## src/rtl/prog_loader_pkg.sv

```systemverilog
// ---------------------------------------------------------------------------
// prog_loader_pkg
// Shared definitions for the program loader: the loader state encoding and
// the frame geometry constants (header length, bytes per memory word).
// No ports; imported by prog_loader and prog_loader_byte_packer.
// ---------------------------------------------------------------------------
package prog_loader_pkg;

    typedef enum logic [2:0] {
        IDLE,
        HDR,
        DATA,
        CSUM,
        DONE,
        ERR
    } state_t;

    localparam int HDR_BYTES      = 4;
    localparam int BYTES_PER_WORD = 4;

endpackage

```

## src/rtl/prog_loader_byte_packer.sv

```systemverilog
// ---------------------------------------------------------------------------
// prog_loader_byte_packer
// Assembles a byte stream MSB-first into 32-bit words. The completed word is
// held on o_word and announced by a one-cycle o_word_valid pulse in the cycle
// after its last byte was accepted. Also reused by the data-memory dump path.
//
// Ports:
//   i_clk        clock, rising edge
//   i_rst        synchronous active-high reset
//   i_clear      restart byte alignment at a word boundary
//   i_valid      i_byte is taken this cycle
//   i_byte       stream byte
//   o_word       last completed word (held until the next one completes)
//   o_word_valid one-cycle pulse after a word completes
//   o_byte_cnt   bytes already collected for the word in progress (0..3)
// ---------------------------------------------------------------------------
module prog_loader_byte_packer
    import prog_loader_pkg::*;
(
    input  logic        i_clk,
    input  logic        i_rst,
    input  logic        i_clear,
    input  logic        i_valid,
    input  logic [7:0]  i_byte,
    output logic [31:0] o_word,
    output logic        o_word_valid,
    output logic [1:0]  o_byte_cnt
);

    logic [23:0] r_shift;
    logic [31:0] r_word;
    logic        r_word_valid;
    logic [1:0]  r_cnt;
    logic        w_last;

    assign w_last       = i_valid && (r_cnt == 2'(BYTES_PER_WORD - 1));
    assign o_word       = r_word;
    assign o_word_valid = r_word_valid;
    assign o_byte_cnt   = r_cnt;

    // Shift bytes in; on the final byte the full word is captured directly
    // from the shift register plus the incoming byte, so the word is ready
    // exactly one cycle after its last byte.
    always_ff @(posedge i_clk) begin
        if (i_rst) begin
            r_shift      <= '0;
            r_word       <= '0;
            r_word_valid <= 1'b0;
            r_cnt        <= '0;
        end else begin
            r_word_valid <= 1'b0;
            if (i_clear) begin
                r_cnt <= '0;
            end else if (i_valid) begin
                r_shift <= {r_shift[15:0], i_byte};
                r_cnt   <= r_cnt + 2'd1;
                if (w_last) begin
                    r_word       <= {r_shift, i_byte};
                    r_word_valid <= 1'b1;
                end
            end
        end
    end

endmodule

```

## src/rtl/prog_loader.sv

```systemverilog
// ---------------------------------------------------------------------------
// prog_loader
// Writer side of the core instruction/data memory. Receives a framed byte
// stream (word count, start address, payload, XOR checksum), writes payload
// words through a single write port and releases the core once the checksum
// matches.
//
// Ports:
//   i_clk1       system clock, rising edge
//   i_rst        synchronous active-high reset
//   i_start      one-cycle pulse, arms a load from IDLE/DONE/ERR
//   i_in_valid   stream byte available
//   i_in_data    stream byte
//   o_in_ready   byte accepted when high together with i_in_valid
//   o_mem_we     one-cycle memory write strobe
//   o_mem_addr   memory word address
//   o_mem_wdata  memory word data
//   o_core_halt  keeps the core halted
//   o_done       load finished with good checksum
//   o_error      load failed (range or checksum)
// ---------------------------------------------------------------------------
module prog_loader
    import prog_loader_pkg::*;
#(
    parameter int ADDR_W = 10,
    parameter int DATA_W = 32
)
(
    input  logic              i_clk1,
    input  logic              i_rst,
    input  logic              i_start,
    input  logic              i_in_valid,
    input  logic [7:0]        i_in_data,
    output logic              o_in_ready,
    output logic              o_mem_we,
    output logic [ADDR_W-1:0] o_mem_addr,
    output logic [DATA_W-1:0] o_mem_wdata,
    output logic              o_core_halt,
    output logic              o_done,
    output logic              o_error
);

    localparam logic [16:0] DEPTH = 17'(2 ** ADDR_W);

    state_t            r_state;
    state_t            w_next;
    logic [23:0]       r_hdr;
    logic [1:0]        r_hdr_cnt;
    logic [7:0]        r_xor;
    logic [15:0]       r_words_left;
    logic [ADDR_W-1:0] r_addr;

    logic              w_in_ready;
    logic              w_xfer;
    logic              w_start_load;
    logic              w_hdr_last;
    logic              w_word_last;
    logic              w_range_bad;
    logic [31:0]       w_hdr_next;
    logic [15:0]       w_n;
    logic [15:0]       w_s;
    logic [31:0]       w_pk_word;
    logic              w_pk_word_valid;
    logic [1:0]        w_pk_cnt;

    assign w_in_ready  = (r_state == HDR) || (r_state == DATA) || (r_state == CSUM);
    assign w_xfer      = i_in_valid && w_in_ready;
    assign w_hdr_next  = {r_hdr, i_in_data};
    assign w_n         = w_hdr_next[31:16];
    assign w_s         = w_hdr_next[15:0];
    assign w_hdr_last  = w_xfer && (r_state == HDR) && (r_hdr_cnt == 2'(HDR_BYTES - 1));
    assign w_word_last = w_xfer && (r_state == DATA) && (w_pk_cnt == 2'(BYTES_PER_WORD - 1));
    // 17-bit sum so a start near the top plus a large count cannot wrap.
    assign w_range_bad = ({1'b0, w_s} + {1'b0, w_n}) > DEPTH;

    prog_loader_byte_packer u_packer (
        .i_clk        (i_clk1),
        .i_rst        (i_rst),
        .i_clear      (w_start_load),
        .i_valid      (w_xfer && (r_state == DATA)),
        .i_byte       (i_in_data),
        .o_word       (w_pk_word),
        .o_word_valid (w_pk_word_valid),
        .o_byte_cnt   (w_pk_cnt)
    );

    // State register.
    always_ff @(posedge i_clk1) begin
        if (i_rst) begin
            r_state <= IDLE;
        end else begin
            r_state <= w_next;
        end
    end

    // Next-state and status outputs. The last word's write lands while the
    // FSM already sits in CSUM, which keeps one byte per cycle throughput.
    always_comb begin
        w_next       = r_state;
        w_start_load = 1'b0;
        o_done       = 1'b0;
        o_error      = 1'b0;
        o_core_halt  = 1'b1;
        case (r_state)
            IDLE, DONE, ERR: begin
                o_done      = (r_state == DONE);
                o_error     = (r_state == ERR);
                o_core_halt = (r_state != DONE);
                if (i_start) begin
                    w_start_load = 1'b1;
                    w_next       = HDR;
                end
            end
            HDR: begin
                if (w_hdr_last) begin
                    if (w_range_bad) begin
                        w_next = ERR;
                    end else if (w_n == 16'd0) begin
                        w_next = CSUM;
                    end else begin
                        w_next = DATA;
                    end
                end
            end
            DATA: begin
                if (w_word_last && (r_words_left == 16'd1)) begin
                    w_next = CSUM;
                end
            end
            CSUM: begin
                if (w_xfer) begin
                    w_next = (i_in_data == r_xor) ? DONE : ERR;
                end
            end
            default: w_next = IDLE;
        endcase
    end

    // Frame datapath: header capture, running XOR, word counter and the
    // write address, which advances after every issued write.
    always_ff @(posedge i_clk1) begin
        if (i_rst) begin
            r_hdr        <= '0;
            r_hdr_cnt    <= '0;
            r_xor        <= '0;
            r_words_left <= '0;
            r_addr       <= '0;
        end else if (w_start_load) begin
            r_hdr_cnt <= '0;
            r_xor     <= '0;
        end else begin
            if (w_xfer && ((r_state == HDR) || (r_state == DATA))) begin
                r_xor <= r_xor ^ i_in_data;
            end
            if (w_xfer && (r_state == HDR)) begin
                r_hdr     <= w_hdr_next[23:0];
                r_hdr_cnt <= r_hdr_cnt + 2'd1;
                if (w_hdr_last) begin
                    r_words_left <= w_n;
                    r_addr       <= w_s[ADDR_W-1:0];
                end
            end
            if (w_word_last) begin
                r_words_left <= r_words_left - 16'd1;
            end
            if (w_pk_word_valid) begin
                r_addr <= r_addr + 1'b1;
            end
        end
    end

    assign o_in_ready  = w_in_ready;
    assign o_mem_we    = w_pk_word_valid;
    assign o_mem_addr  = r_addr;
    assign o_mem_wdata = DATA_W'(w_pk_word);

endmodule

```

## config.mk

```make
export PLATFORM = sky130hd
export DESIGN_NAME = prog_loader
export DESIGN_NICKNAME = d
export VERILOG_FILES = /design/src/rtl/prog_loader_pkg.sv /design/src/rtl/prog_loader_byte_packer.sv /design/src/rtl/prog_loader.sv
export SDC_FILE = /design/constraint.sdc
export NUM_CORES = 1
export LEC_CHECK = 0
export CAP_MARGIN = 20
export CORE_MARGIN = 3
export CORE_UTILIZATION = 60
export DETAILED_ROUTE_END_ITERATION = 8
export DONT_BUFFER_PORTS = 1
export PLACE_DENSITY = 0.76
export SLEW_MARGIN = 10
export SYNTH_ARGS = -nofsm -noshare
export SYNTH_HDL_FRONTEND = slang
export SYNTH_SLANG_ARGS = --single-unit
```

## constraint.sdc

```tcl
create_clock -name i_clk1 -period 7.78 [get_ports i_clk1]
set_input_delay 1.167 -clock i_clk1 [delete_from_list [all_inputs] [get_ports i_clk1]]
set_output_delay 1.167 -clock i_clk1 [all_outputs]
set_load 0.1 [all_outputs]
```

==> impl_metrics.json, run 1 <==
{
  "status": "finished clean",
  "postCtsResizedCells": 0,
  "grt_pass1_vias": 5271,
  "overflow": 0,
  "worst_setup_path_end_kind": "output pin",
  "synth_edf_count": 0,
  "netlist_top_cells_area": "dfxtp_1 41%, nand2_1 13%, a21oi_1 9.8%",
  "cts_hold_buf": 0,
  "layout_common_cells": "211 x nand2_1, 122 x dfxtp_1, 117 x a21oi_1, 48 x nor2_1",
  "skew_ns": 0.00987,
  "startpoint": "r_state[1]$_SDFFE_PP0P_",
  "post_cts_buffers": 0,
  "grt_max_degree": 113,
  "path_cells": "nand2b_1, nand2b_1, inv_1",
  "root_buffer": "clkbuf_8",
  "htree_levels": 4,
  "num_rows": 35,
  "yosysTopAreaCellShare_pct": 40.9,
  "max-cap-violations": 0,
  "p_int_mw": 1.15,
  "hold_class": "reg -> reg",
  "gp_congestion": 0.976,
  "crit_arrival_ns": 3.00,
  "nNetsFinal": 779,
  "cp.required_ns": 6.61,
  "hold_start": "u_packer.r_shift[19]$_SDFFE_PP0P_",
  "rsz0062_at_grt": "false",
  "wirelength_mm": 15.8,
  "routedWlPerCell_um": 17.8,
  "synthCells": 766,
  "drv_slew": 0,
  "synth-async-reset-ratio_pct": 0,
  "critical-path-top-delay-family": "simple AND/OR/NAND/NOR gates",
  "layout_min_cycle_time_ns": 4.17,
  "switchingPower_uw": 365,
  "dpl.hpwl_mm": 10.5,
  "crit_path_max_fanout": 15,
  "layout_setup_ws_ns": 3.61,
  "die_w_um": 106,
  "antenna_found_initial": 0,
  "grt_pass1_wl_mm": 26.0,
  "peakVddDrop_mv": 0.140,
  "place_ws_ns": 4.20,
  "area_delta_synth_final_pct": 9.54,
  "portBuffers": 0,
  "clkPwrFrac_pct": 51.5,
  "p_sw_share_pct": 24.1,
  "cts.sinks": 122,
  "setup_viol": 0,
  "worstMarginPinSlew_ns": 1.14,
  "hold_violations": 0,
  "ys_seq_area_share_pct": 40.9,
  "power_density_mw_per_mm2": 232,
  "die_height_um": 106,
  "start_kind": "register",
  "cts_tree": "yes",
  "critPathBufInv": 1,
  "core_sq_mm": 0.00946,
  "dp_cells": 854,
  "yosysUniqueCellTypes": 64,
  "io_pins": 59,
  "slew_headroom_pct": 23.8,
  "syn_area_per_cell_sq_um": 7.79,
  "drtAntennaViolNets": 0,
  "finalPower_mw": 1.52,
  "grt_use_total_pct": 28.7,
  "worstSkewPairLatency_ns": 0.52,
  "cpMostUsedCell": "nand2b_1",
  "drt_iter0_markers": 500,
  "cts.path.max_buffers": 2,
  "slowest_stage": "nand2b_1",
  "synth_ff_type": "dfxtp_1",
  "clk_pin_slew_ns": 0.06,
  "fmax_mhz": 240,
  "netlist_area_sq_mm": 0.00596,
  "synth_nets": 800,
  "cpPeakStageDelay_ns": 0.87,
  "viasPerCell": 6.18,
  "start_util_pct": 63.1,
  "p_leak_nw": 2.32,
  "ys_ff_latch": 122,
  "drive_gt1_share_pct": 7.13,
  "synth_warnings": 0,
  "period_share_pct": 53.6,
  "layout_commonest_cell": "nand2_1",
  "power_frac_comb_pct": 6.2,
  "r2r-start": "r_state[0]$_SDFFE_PP0P_",
  "firstDrtPassIters": 5,
  "drc": 0,
  "crit_type": "reg -> out",
  "diodes": 0,
  "stdcell_count": 886,
  "cts_buffers": 17,
  "seqPwrFrac_pct": 42.4,
  "tns_ns": 0,
  "die_area_sq_mm": 0.0112,
  "routed-via-count": 5475,
  "hold_ws_ns": 0.450,
  "synth_top_area_cell": "dfxtp_1"
}
[power by group through the flow]
stage / sequential [mW] / combinational [mW] / clock, mW
after floorplan: 0.652 / 0.0905 / 0
after global placement: 0.656 / 0.0891 / 0
after detailed placement: 0.657 / 0.0912 / 0
after CTS: 0.643 / 0.0920 / 0.786
after global routing: 0.644 / 0.103 / 0.815
final: 0.643 / 0.0936 / 0.782
[through the flow]
stage | utilization [%] | instance area [sq um]
final | 69.1 | 6530
after global routing | 69.1 | 6530
after CTS | 68.9 | 6520
after detailed placement | 62.7 | 5930
after global placement | 62.7 | 5930
after floorplan | - | 5960
[worst paths after layout]
check                                          end  slack, ns  cells past startpoint
setup / recovery                            o_done       3.61                      3
setup reg to reg      r_words_left[2]$_SDFFE_PP0P_       4.60                      7
hold / removal    u_packer.o_word[27]$_SDFFE_PP0P_       0.45                      2
hold reg to reg   u_packer.o_word[27]$_SDFFE_PP0P_       0.45                      2
[tightest hold or removal path: stages, from the launching register on]
cell     delay, ns
dfxtp_1       0.31
nand2_1       0.05
a21oi_1       0.05
[final cells by class]
class | count | area [sq um]
multi-input cells | 588 | 3260
fillers | 785 | 2930
flip-flops and latches | 122 | 2440
clock buffers | 18 | 418
clock inverters | 13 | 168
well taps | 129 | 161
repair buffers | 5 | 45.0
inverters | 11 | 41.3
[sequential cells by signal, summed over array words and instances (netlist names)]
| register | flops |
|---|---|
| o_mem_addr | 10 |
| r_hdr | 24 |
| r_hdr_cnt | 2 |
| r_state | 3 |
| r_words_left | 16 |
| r_xor | 8 |
| u_packer.o_byte_cnt | 2 |
| u_packer.o_word | 32 |
| u_packer.o_word_valid | 1 |
| u_packer.r_shift | 24 |
[cell families after synthesis]
family	synth area share, %
and+or+nand+nor	24.1
DFF	40.9
muxes	1.01
xor gates and xnor gates	3.67
AOI/OAI and AO/OA	21.1
buffers and inverters	4.51
adders and majority gates	4.74
[Yosys cell counts, drive strengths merged, types with 5 or more instances]
master    n
a211oi   10
a21o      6
a21oi   118
a31oi     6
buf      19
clkbuf   26
dfxtp   122
ha       21
inv      10
mux2i     6
nand2   212
nand3     8
nand4     7
nor2     51
nor3     11
nor4     12
o211ai    9
o21ai    22
xnor2     5
xor2     20
[per-layer routing]
layer,vias to the layer above,GRT usage [%],part of all wire (%)
met4,0,6.66,1.2
met1,2598,40.4,46
met2,232,43.8,45
met3,21,8.08,7.8
met5,-,0,0
li1,2624,-,-
No activity file was read; power rests on OpenSTA's default activity.
==> run 2, diff against run 1 <==
Settings changed: CORE_UTILIZATION 60 to 57, PLACE_DENSITY 0.76 to 0.75.
Clock period 7.78 ns to 3.6 ns, I/O delays scaled along.
==> run 2 against run 1 <==
  * Cell count is 2.0% higher
  * Power is 110% higher
  * Count of clock-buffer cells in the layout is 1 lower
  * Global-route usage is 1.0 points lower
  * Sequential power is 120% higher
  * Clock skew is 0.0015 ns lower
  * First-iteration DRC count is 39% higher
  * Non-clock buffer count is 13 higher
  * Largest cell class unchanged
  * Largest power group unchanged
==> impl_metrics.json, run 2 (same netlist as run 1, synthesis figures left out) <==
{
  "status": "finished clean",
  "r2r_cells": 9,
  "ff2ff_setup_slack_ns": 0.73,
  "layout_commonest_cell": "nand2_1",
  "largest_reg_flops": 32,
  "rsz0062_at_grt": "false",
  "path_cells": "ha_1, fa_1, a21o_1, a311o_1, a211oi_1, o21bai_1, mux2i_1, nor4_2, o32ai_1",
  "drv_slew": 0,
  "dpl-instance-area_sq_mm": 0.00604,
  "core_sq_mm": 0.00995,
  "grt_use_total_pct": 27.7,
  "worst_setup_path_end_kind": "register",
  "firstDrtPassIters": 6,
  "switchingPower_uw": 822,
  "diodes": 0,
  "crit_arrival_ns": 3.24,
  "p_leak_nw": 2.39,
  "grt_max_degree": 113,
  "grt_pass1_vias": 4998,
  "num_rows": 36,
  "viasPerCell": 6.06,
  "drt_iter0_markers": 696,
  "cts.sinks": 122,
  "crit_path_max_fanout": 5,
  "setup_viol": 0,
  "cpPeakStageDelay_ns": 0.45,
  "gp_congestion": 0.866,
  "root_buffer": "clkbuf_8",
  "hold_class": "in -> reg",
  "worstMarginPinSlew_ns": 1.11,
  "overflow": 0,
  "drc": 0,
  "slowest_stage": "nor4_2",
  "wirelength_mm": 15.8,
  "p_int_mw": 2.44,
  "io_pins": 59,
  "layout_min_cycle_time_ns": 2.87,
  "final_area_sq_mm": 0.00663,
  "post_cts_buffers": 0,
  "dpl.hpwl_mm": 10.7,
  "area_delta_synth_final_pct": 11.1,
  "skew_ns": 0.00835,
  "tns_ns": 0,
  "die_area_sq_mm": 0.0117,
  "clkPwrFrac_pct": 51.0,
  "cts_buffers": 17,
  "crit_end": "r_state[2]$_SDFFE_PP0P_",
  "period_share_pct": 79.7,
  "drtAntennaViolNets": 0,
  "p_sw_share_pct": 25.2,
  "layout_common_cells": "211 x nand2_1, 122 x dfxtp_1, 117 x a21oi_1, 48 x nor2_1",
  "antenna_found_initial": 0,
  "power_frac_comb_pct": 6.4,
  "cp.required_ns": 3.97,
  "portBuffers": 0,
  "routed-via-count": 5477,
  "worstSkewPairLatency_ns": 0.51,
  "peakVddDrop_mv": 0.339,
  "clk_pin_slew_ns": 0.06,
  "routedWlPerCell_um": 17.5,
  "die_w_um": 108,
  "drive_gt1_share_pct": 8.95,
  "die_height_um": 108,
  "slew_headroom_pct": 26.2,
  "fmax_mhz": 349,
  "grt_pass1_wl_mm": 25.4,
  "hold_violations": 0,
  "start_kind": "register",
  "cts.path.max_buffers": 2,
  "crit_type": "reg -> reg",
  "r2r-start": "r_hdr[8]$_SDFFE_PP0P_",
  "reg2reg_to": "r_state[2]$_SDFFE_PP0P_",
  "postCtsResizedCells": 0,
  "htree_levels": 4,
  "cts_hold_buf": 0,
  "start_util_pct": 59.9,
  "max-cap-violations": 0,
  "cts_tree": "yes",
  "seqPwrFrac_pct": 42.6,
  "nNetsFinal": 792,
  "power_density_mw_per_mm2": 492,
  "startpoint": "r_hdr[8]$_SDFFE_PP0P_"
}
run 2: cell count changes in the layout (fill, tap and decap cells not counted):
cell        delta
inv_8          +1
clkinv_4       +3
buf_4         +14
clkbuf_1       -1
buf_8          -1
clkinvlp_4     -1
bufinv_16      -1
run 2: per-layer routing:
metal | part of all wire [%] | global-route usage, % | up-vias | wire length [um]
met3 | 9.7 | 7.58 | 16 | 1530
met2 | 45 | 42.6 | 240 | 7090
met5 | 0 | 0 | - | 0
met1 | 44 | 38.8 | 2571 | 7040
met4 | 1.0 | 6.67 | 0 | 165
li1 | - | - | 2650 | -
run 2: layout make-up:
class                      instances  area, sq um
fill                             786         3330
multi-input combinational        588         3260
sequential                       122         2440
clock buffer                      17          414
clock inverter                    15          168
tap                              133          166
timing repair buffer              18          135
inverter                          11         41.3
run 2: worst min-delay path by stage:
| stage | from | end | slack [ns] | cells past startpoint |
|---|---|---|---|---|
| final | i_rst | o_mem_addr[7]$_SDFFE_PP0P_ | 0.08 | 1 |
| after global routing | i_rst | o_mem_addr[7]$_SDFFE_PP0P_ | 0.06 | 1 |
| after CTS | i_rst | o_mem_addr[7]$_SDFFE_PP0P_ | 0.08 | 1 |
| after detailed placement | u_packer.r_shift[21]$_SDFFE_PP0P_ | u_packer.r_shift[21]$_SDFFE_PP0P_ | 0.44 | 2 |
| after global placement | u_packer.r_shift[19]$_SDFFE_PP0P_ | u_packer.o_word[27]$_SDFFE_PP0P_ | 0.44 | 2 |
| after floorplan | u_packer.r_shift[23]$_SDFFE_PP0P_ | u_packer.o_word[31]$_SDFFE_PP0P_ | 0.43 | 2 |
run 2: critical path, delay by kind of cell, from the launching register on:
family,cells,cell delay (ns)
AOI/OAI and AO/OA,5,1.14
and+or+nand+nor,1,0.45
DFF,1,0.35
muxes,1,0.15
adders and majority gates,2,0.64
run 2: through the flow:
| stage | util (%) | instances | worst slack (ns) | hold slack [ns] | power [mW] |
|---|---|---|---|---|---|
| after floorplan | - | 766 | 0.867 | 0.432 | 1.60 |
| after CTS | 66.6 | 904 | 0.774 | 0.0789 | 3.27 |
| after global routing | 66.6 | 904 | 0.669 | 0.0560 | 3.36 |
| final | 66.6 | 904 | 0.731 | 0.0806 | 3.26 |
| after global placement | 60.7 | 872 | 0.676 | 0.438 | 1.62 |
| after detailed placement | 60.7 | 872 | 0.635 | 0.442 | 1.62 |
run 2: power groups by stage:
stage | Combinational [mW] | Clock (mW) | Sequential (mW)
after floorplan | 0.196 | 0 | 1.41
after global placement | 0.200 | 0 | 1.42
after detailed placement | 0.203 | 0 | 1.42
after CTS | 0.206 | 1.68 | 1.39
after global routing | 0.227 | 1.74 | 1.39
final | 0.208 | 1.66 | 1.39
==> run 3, diff against run 2 <==
Settings changed: CORE_UTILIZATION 57 to 60, PLACE_DENSITY 0.75 to 0.76.
Clock period 3.6 ns to 2.86 ns, I/O delays scaled along.
==> run 3 against run 2 <==
  * Clock power up 18%
  * Count of clock-buffer cells in the layout grew 1
  * Register-to-register slack got worse by 0.55 ns
  * Die area down 4.7%
  * Non-clock buffer count rose by 8
  * Highest routed layer unchanged
  * Core utilization grew 4.0 points
  * Maximum frequency up 7.2%
  * Cell count rose by 0.44%
  * Via count rose by 0.35%
  * Worst hold slack lost 0.058 ns
==> impl_metrics.json, run 3 (same netlist as run 1, synthesis figures left out) <==
{
  "power_frac_comb_pct": 7.5,
  "hold_class": "in -> reg",
  "root_buffer": "clkbuf_8",
  "period_share_pct": 93.6,
  "portBuffers": 0,
  "io_pins": 59,
  "drtAntennaViolNets": 0,
  "layout_common_cells": "211 x nand2_1, 122 x dfxtp_1, 117 x a21oi_1, 48 x nor2_1, 24 x buf_4",
  "max-cap-violations": 0,
  "skew_ns": 0.0147,
  "area_delta_synth_final_pct": 11.9,
  "multiInputGateArea_sq_mm": 0.00327,
  "routedWlPerCell_um": 17.6,
  "die_height_um": 106,
  "wirelength_mm": 16.0,
  "peakVddDrop_mv": 0.451,
  "routed-via-count": 5496,
  "clk_pin_slew_ns": 0.06,
  "nNetsFinal": 800,
  "seqPwrFrac_pct": 43.7,
  "status": "finished clean",
  "ff2ff_setup_slack_ns": 0.18,
  "antenna_found_initial": 0,
  "dpl-instance-area_sq_mm": 0.00608,
  "viasPerCell": 6.05,
  "drt_iter0_markers": 572,
  "cts.path.max_buffers": 2,
  "largest_reg_flops": 32,
  "grt_pass1_wl_mm": 26.3,
  "worstMarginPinSlew_ns": 0.993,
  "layout_commonest_cell": "nand2_1",
  "num-fill-cells": 780,
  "firstDrtPassIters": 5,
  "switchingPower_mw": 1.03,
  "grt_use_total_pct": 29.3,
  "hold_start": "i_rst",
  "diodes": 0,
  "r2r_cells": 11,
  "start_kind": "register",
  "slew_headroom_pct": 33.7,
  "grt_pass1_vias": 5199,
  "r2r-start": "r_hdr[8]$_SDFFE_PP0P_",
  "cts_buffers": 17,
  "hold_violations": 0,
  "fmax_mhz": 374,
  "holdPathEnd": "r_state[2]$_SDFFE_PP0P_",
  "start_util_pct": 63.1,
  "worstSkewPairLatency_ns": 0.52,
  "path_cells": "ha_2, fa_1, a21o_1, a311o_1, buf_4, a21oi_1, xor2_1, a41oi_1, nor4_2, buf_4, a31oi_1",
  "whs_path_depth": 1,
  "p_int_mw": 2.98,
  "fin_util_pct": 70.5,
  "cp.required_ns": 3.26,
  "worst_setup_path_end_kind": "register",
  "power_density_mw_per_mm2": 601,
  "num_rows": 35,
  "critPathBufInv": 2,
  "tns_ns": 0,
  "crit_path_max_fanout": 5,
  "p_sw_share_pct": 25.7,
  "drv_slew": 0,
  "overflow": 0,
  "die_area_sq_mm": 0.0112,
  "core_sq_mm": 0.00946,
  "ff_latch_area_sq_mm": 0.00244,
  "cts_tree": "yes",
  "cpPeakStageDelay_ns": 0.40,
  "p_leak_nw": 2.41,
  "hold_ws_ns": 0.0222,
  "htree_levels": 4,
  "dpl.hpwl_mm": 10.6,
  "rsz0062_at_grt": "false",
  "finalPower_mw": 4.01,
  "crit_arrival_ns": 3.08,
  "setup_viol": 0,
  "reg2reg_to": "r_state[0]$_SDFFE_PP0P_",
  "cpMostUsedCell": "buf_4",
  "drive_gt1_share_pct": 10.0,
  "gp_congestion": 0.881,
  "clkPwrFrac_pct": 48.9,
  "layout_min_cycle_time_ns": 2.68,
  "drc": 0,
  "final_area_sq_mm": 0.00667,
  "slowest_stage": "fa_1",
  "critical-path-top-delay-family": "compound AO/OA/AOI/OAI gates",
  "grt_max_degree": 105,
  "crit_type": "reg -> reg",
  "cts.sinks": 122,
  "die_w_um": 106
}
-- run 3: cell count changes in the layout (fill, tap and decap cells not counted), moves of 2 or more --
cell	change
buf_4	+6
clkinv_2	+2
clkinv_4	-2
clkinvlp_4	+2
-- run 3: worst max path at each step --
stage | startpoint | to | slack, ns | depth (start not counted)
floorplan | r_state[1]$_SDFFE_PP0P_ | o_done | 0.24 | 4
global placement | i_in_data[0] | r_state[2]$_SDFFE_PP0P_ | 0.15 | 10
detailed placement | i_in_data[0] | r_state[0]$_SDFFE_PP0P_ | 0.11 | 10
CTS | r_hdr[8]$_SDFFE_PP0P_ | r_state[1]$_SDFFE_PP0P_ | 0.18 | 11
global route | r_hdr[8]$_SDFFE_PP0P_ | r_state[0]$_SDFFE_PP0P_ | 0.02 | 11
finish | r_hdr[8]$_SDFFE_PP0P_ | r_state[0]$_SDFFE_PP0P_ | 0.18 | 11
-- run 3: layout make-up --
cell class | instances | area share, %
well taps | 129 | 2.42
flip-flops and latches | 122 | 36.6
multi-input cells | 588 | 48.9
clock inverters | 14 | 1.88
inverters | 11 | 0.619
repair buffers | 26 | 3.28
clock buffers | 18 | 6.26
-- run 3: per-stage QoR --
stage	worst slack, ns	cells
5_1_grt	0.0216	908
6_report	0.184	908
2_1_floorplan	0.238	766
3_3_place_gp	0.151	873
3_5_place_dp	0.115	873
4_1_cts	0.182	906
-- run 3: power groups by stage --
stage	Clock (mW)	Sequential, mW	Combinational, mW
after CTS	1.97	1.75	0.295
after global placement	0	1.78	0.261
after global routing	2.07	1.75	0.328
after detailed placement	0	1.79	0.266
after floorplan	0	1.77	0.246
final	1.96	1.75	0.300
-- run 3: what timing repair did --
| action | in CTS | in global routing |
|---|---|---|
| resized for setup | 0 | 2 |
| hold endpoints to repair | 104 | 0 |
| setup buffers | 0 | 1 |
| setup endpoints to repair | 0 | 2 |
| hold buffers | 1 | 0 |
-- run 3: layer usage --
metal	track usage [%]	vias up	routed length [um]
li1	-	2661	-
met1	42.0	2562	7070
met2	44.8	260	7150
met3	7.84	13	1650
met4	5.00	0	93
met5	0	-	0
